$ cat config.mk
export PLATFORM = sky130hd
export DESIGN_NAME = imem_loader
export DESIGN_NICKNAME = d
export VERILOG_FILES = /design/src/rtl/imem_loader_pkg.sv /design/src/rtl/imem_word_assembler.sv /design/src/rtl/imem_loader.sv
export SDC_FILE = /design/constraint.sdc
export NUM_CORES = 1
export LEC_CHECK = 0
export CAP_MARGIN = 25
export CORE_MARGIN = 3
export CORE_UTILIZATION = 60
export CTS_CLUSTER_DIAMETER = 30
export CTS_CLUSTER_SIZE = 20
export DETAILED_ROUTE_END_ITERATION = 12
export MAX_ROUTING_LAYER = met4
export PLACE_DENSITY = 0.85
export SYNTH_ARGS = -nofsm -noshare
export SYNTH_HDL_FRONTEND = slang
export SYNTH_HIERARCHICAL = 1
export SYNTH_SLANG_ARGS = --single-unit
$ cat constraint.sdc
create_clock -name clk -period 5.5 [get_ports clk]
set_input_delay 0.825 -clock clk [delete_from_list [all_inputs] [get_ports clk]]
set_output_delay 0.825 -clock clk [all_outputs]
set_load 0.005 [all_outputs]
$ cat src/rtl/imem_loader_pkg.sv
// imem_loader_pkg: loader FSM encoding, image-format constants and checksum rule.
package imem_loader_pkg;
  localparam logic [2:0] S_IDLE   = 3'd0;
  localparam logic [2:0] S_CNT_HI = 3'd1;
  localparam logic [2:0] S_CNT_LO = 3'd2;
  localparam logic [2:0] S_INS_HI = 3'd3;
  localparam logic [2:0] S_INS_LO = 3'd4;
  localparam logic [2:0] S_CHK    = 3'd5;
  localparam logic [2:0] S_DONE   = 3'd6;
  localparam logic [2:0] S_ERR    = 3'd7;
  localparam int HDR_BYTES = 2;
  localparam int WORD_BYTES = 2;
  localparam logic [7:0] CHK_SEED = 8'h00;
  function automatic logic [7:0] chk_fold(input logic [7:0] acc, input logic [7:0] b);
    return acc ^ b;
  endfunction
  function automatic logic rx_state(input logic [2:0] s);
    return s inside {S_CNT_HI, S_CNT_LO, S_INS_HI, S_INS_LO, S_CHK};
  endfunction
  function automatic logic can_start(input logic [2:0] s);
    return s inside {S_IDLE, S_DONE, S_ERR};
  endfunction
endpackage

$ cat src/rtl/imem_word_assembler.sv
// imem_word_assembler: pairs image bytes into instruction words, issues the
// one-cycle write strobe and folds every instruction byte into the checksum.
module imem_word_assembler
  import imem_loader_pkg::*;
(
  input  logic                      clk,
  input  logic                      reset,
  input  logic                      clr_i,
  input  logic                      hi_take_i,
  input  logic                      lo_take_i,
  input  logic [7:0]                byte_i,
  output logic                      wr_en_o,
  output logic [8*WORD_BYTES-1:0]   word_o,
  output logic [7:0]                xor_o
);
  logic [7:0] hi_q;
  logic [8*WORD_BYTES-1:0] word_q;
  logic wr_en_q;
  logic [7:0] xor_q, xor_d;
  assign xor_d = clr_i ? CHK_SEED : (hi_take_i | lo_take_i) ? chk_fold(xor_q, byte_i) : xor_q;
  always_ff @(posedge clk or negedge reset) begin
    if (!reset) begin
      hi_q    <= '0;
      word_q  <= '0;
      wr_en_q <= 1'b0;
      xor_q   <= CHK_SEED;
    end else begin
      wr_en_q <= lo_take_i;
      hi_q    <= hi_take_i ? byte_i : hi_q;
      word_q  <= lo_take_i ? {hi_q, byte_i} : word_q;
      xor_q   <= xor_d;
    end
  end
  assign wr_en_o = wr_en_q;
  assign word_o  = word_q;
  assign xor_o   = xor_q;
endmodule

$ cat src/rtl/imem_loader.sv
// imem_loader: receives a counted, checksummed byte image from the host link and
// writes it into instruction memory while holding the CPU in reset.
module imem_loader
  import imem_loader_pkg::*;
#(
  parameter int PROG_CTR_WID = 10,
  parameter int MAX_WORDS    = 2**PROG_CTR_WID
) (
  input  logic                    clk,
  input  logic                    reset,
  input  logic                    start,
  input  logic                    byte_valid,
  input  logic [7:0]              byte_data,
  output logic                    byte_ready,
  output logic                    imem_wr_en,
  output logic [PROG_CTR_WID-1:0] imem_wr_addr,
  output logic [15:0]             imem_wr_data,
  output logic                    cpu_hold,
  output logic                    load_done,
  output logic                    load_err
);
  localparam int NW = 8*HDR_BYTES;
  localparam logic [NW:0] MAX_N = MAX_WORDS[NW:0];
  logic [2:0] state_q, state_d;
  logic [7:0] cnt_hi_q, cnt_hi_d;
  logic [NW-1:0] rem_q, rem_d, n_w;
  logic [PROG_CTR_WID-1:0] addr_q, addr_d;
  logic go, take, wr_en;
  logic [7:0] xor_w;
  logic [15:0] word_w;
  assign go         = start & can_start(state_q);
  assign byte_ready = rx_state(state_q);
  assign take       = byte_valid & byte_ready;
  assign n_w        = {cnt_hi_q, byte_data};
  always_comb begin
    state_d = state_q;
    if (go) state_d = S_CNT_HI;
    else if (take) begin
      case (state_q)
        S_CNT_HI: state_d = S_CNT_LO;
        S_CNT_LO: state_d = (n_w == '0) ? S_CHK : ({1'b0, n_w} > MAX_N) ? S_ERR : S_INS_HI;
        S_INS_HI: state_d = S_INS_LO;
        S_INS_LO: state_d = (rem_q == NW'(1)) ? S_CHK : S_INS_HI;
        S_CHK:    state_d = (byte_data == xor_w) ? S_DONE : S_ERR;
        default:  state_d = state_q;
      endcase
    end
  end
  // rem_q counts words still to arrive; the address advances after each write strobe
  assign cnt_hi_d = go ? '0 : (take && state_q == S_CNT_HI) ? byte_data : cnt_hi_q;
  assign rem_d    = go ? '0 : (take && state_q == S_CNT_LO) ? n_w :
                    (take && state_q == S_INS_LO) ? rem_q - 1'b1 : rem_q;
  assign addr_d   = go ? '0 : wr_en ? addr_q + 1'b1 : addr_q;
  always_ff @(posedge clk or negedge reset) begin
    if (!reset) begin
      state_q  <= S_IDLE;
      cnt_hi_q <= '0;
      rem_q    <= '0;
      addr_q   <= '0;
    end else begin
      state_q  <= state_d;
      cnt_hi_q <= cnt_hi_d;
      rem_q    <= rem_d;
      addr_q   <= addr_d;
    end
  end
  imem_word_assembler u_asm (
    .clk       (clk),
    .reset     (reset),
    .clr_i     (go),
    .hi_take_i (take && state_q == S_INS_HI),
    .lo_take_i (take && state_q == S_INS_LO),
    .byte_i    (byte_data),
    .wr_en_o   (wr_en),
    .word_o    (word_w),
    .xor_o     (xor_w)
  );
  assign imem_wr_en   = wr_en;
  assign imem_wr_addr = addr_q;
  assign imem_wr_data = word_w;
  assign cpu_hold     = state_q != S_DONE;
  assign load_done    = state_q == S_DONE;
  assign load_err     = state_q == S_ERR;
endmodule
==> results.cfg <==
[worst_setup_path]
crit_slowest_cell = dfrtp_1
r2r_setup_slack_ps = 3290
crit_path_end_kind = output pin
cp_max_fo = 19
cp_num_buf_inv = 2
arrival_ps = 2050
required_ps = 4680
startpoint_type = flip-flop
cp_slowest_stage_delay_ps = 670
critical_path.top_delay_family = flip-flops
timing.rr.start = state_q[2]$_DFFE_PN0P_
cp_num_cells = 4
crit_chain = nand2_1 > or2_2 > inv_1 > clkdlybuf4s50_1
ff2ff_path_depth = 5
crit_type = reg -> out
worst_r2r_endpoint = u_asm/xor_o[5]$_DFFE_PN0P_

[synth]
synth_top_area_share_pct = 47.15
ys.flop_type = dfrtp_1
synth_nets = 373
synth-seq-cells = 70
ys_seq_area_share_pct = 47.15
synth_edf_count = 0
synthCells = 358
syn_area_sq_mm = 0.003715
avgSynthCellArea_sq_um = 10.38
synth_cell_type_count = 58
synth_area_leaders = dfrtp_1 (47%), mux2_2 (9.1%), nor2_1 (3.9%)
yosys_warnings = 6
yosys.area.top_type = dfrtp_1
async_flop_share_pct = 100.0

[global_route]
globalRouteTotalUtil_pct = 25.80
grt_max_degree = 71
grt_pass1_wl_microns = 14360
overflow = 0
grt_pass1_vias = 2889
antenna_found_initial = 0

[timing]
final.min_clock_period_ps = 2876
hold_viol_final = 0
timing.final.crit_share_pct = 52.29
rsz0062_at_grt = no
final_max_slew_viol_count = 0
max_freq_ghz = 0.3477
setup_viol = 0
tightest_slew_ps = 878.9
setup_slack_ps = 2624
setup_tns_ps = 0
fin_skew_ps = 11.15
max_slew_margin_pct = 41.41

[route]
drc_errors = 0
vias = 3014
drt_first_pass_iters = 5
viasPerCell = 6.319
drt_iter0_markers = 466
wirelength_microns = 8699
ant_nets = 0
wl_per_cell_microns = 18.24

[placement]
post-place-ws_ps = 2026
dp_hpwl_microns = 5555
place_area_sq_mm = 0.004175
io_buffers = 42
gp_congestion = 0.8688

[power]
ir_drop_uv = 353.9
p_total_mw = 2.471
power.static_leakage_nw = 1.901
cellPowerDensity_mw_per_mm2 = 558.8

[clock_network]
postCtsSetupBuffers = 0
numCtsBuffers = 9
holdBufCountCts = 0
insertion_delay_ps = 350
cts_root_buffer = clkbuf_8
cts_tree = done
cts_resized = 0
path_clk_slew_ps = 90
h-tree-depth = 3
clockBufferDepth = 2
cts_num_sinks = 70

[min_path]
hold_class = reg -> reg
hold_depth = 1
hp-start = u_asm/hi_q[4]$_DFFE_PN0P_
holdPathEnd = u_asm/word_o[12]$_DFFE_PN0P_

[floorplan]
start_util_pct = 62.37
core-area_sq_mm = 0.005956
std_cell_rows = 28
dieWidth_microns = 84.69
die-area_sq_mm = 0.007172
io_pins = 43
dieHeight_microns = 84.69

[finish]
final_cell_mix = dfrtp_1 (70), clkdlybuf4s50_1 (41), nor2_1 (39), mux2_2 (30), a21oi_1 (22)
fin_nets = 412
area_growth_syn_to_layout_pct = 19.06
finalInstanceArea_sq_mm = 0.004423
n_antenna_cell = 0
drive_above_1_share_pct = 16.67
final_common_cell = dfrtp_1

[outcome]
status = finished, final reports clean

[flow_run]
drv_cap = 0
-- power by group --
part,leakage [nW],internal [mW],total [mW],switching [mW]
Combinational,0.878,0.571,1.07,0.498
Sequential,0.909,0.720,0.936,0.216
Clock,0.114,0.257,0.467,0.210
Total,1.90,1.55,2.47,0.923
-- sequential cells by signal, indices dropped and copies added (netlist names) --
register       count
u_asm/wr_en_o      1
cnt_hi_q           8
u_asm/xor_o        8
u_asm/hi_q         8
state_q            3
u_asm/word_o      16
imem_wr_addr      10
rem_q             16
-- through the flow --
step                cells  hold WS (ps)  utilization [%]
floorplan             358         474.9                -
global placement      459         481.3            69.98
detailed placement    460         490.5            70.10
CTS                   476         506.2            73.80
global route          477         524.8            74.26
finish                477         502.9            74.26
-- per-layer routing --
metal	vias up	track usage, %	routed length, microns
met1	1463	35.33	3856
met2	158	38.72	4063
met5	-	-	0
met4	0	8.777	161
met3	21	5.103	617
li1	1372	-	-
-- cell usage after synthesis (2+ instances only) --
library cell	n
a211o_1	2
a21oi_1	22
a221o_1	2
a22o_1	3
a22oi_1	4
and2_1	2
and3_1	7
and3_2	2
and4_1	3
buf_2	9
buf_4	2
clkbuf_1	7
dfrtp_1	70
ha_1	3
inv_1	14
mux2_2	30
mux2_4	2
mux2i_1	11
nand2_1	13
nand2b_1	5
nand3_1	7
nand3b_1	3
nand4_1	8
nand4bb_1	2
nor2_1	39
nor2b_1	9
nor3_1	7
nor4_1	3
nor4_4	2
nor4bb_1	2
o21ai_0	7
o21ai_1	5
o22ai_1	9
o2bb2ai_1	2
o311ai_0	2
xnor2_1	13
xor2_1	4
-- worst reg2reg max path, stage by stage, from the launching register on --
cell and delay [ps]:
dfrtp_1 660, nand4bb_1 390, inv_1 350, buf_16 210
o21ai_1 150, mux2_4 330
-- area by class of cell --
| cell class | count | area [sq um] |
|---|---|---|
| clock buffer | 9 | 123.9 |
| clock inverter | 7 | 96.34 |
| inverter | 14 | 52.55 |
| sequential | 70 | 1752 |
| timing repair buffer | 48 | 480.5 |
| multi-input combinational | 254 | 1824 |
| tap | 75 | 93.84 |
| fill | 424 | 1533 |
-- kinds of logic (layout without fill, tap and decap cells) --
kind of cell | after synthesis | in the layout | share of synthesized area [%]
compound gates | 68 | 68 | 11.79
xor+xnor | 17 | 17 | 4.008
fa+ha+maj | 3 | 3 | 1.011
buf+inv | 34 | 78 | 4.143
flops | 70 | 70 | 47.15
mux | 43 | 43 | 12.87
simple gates | 123 | 123 | 19.03
-- worst max path at each step --
stage,start,to,slack (ps)
detailed placement,byte_valid,u_asm/xor_o[5]$_DFFE_PN0P_,2030
global route,state_q[1]$_DFFE_PN0P_,load_done,2520
global placement,byte_valid,u_asm/xor_o[7]$_DFFE_PN0P_,2080
CTS,byte_valid,u_asm/xor_o[5]$_DFFE_PN0P_,2360
floorplan,byte_valid,u_asm/xor_o[3]$_DFFE_PN0P_,3410
finish,state_q[1]$_DFFE_PN0P_,load_done,2620
(Power assumes the default switching activity.)
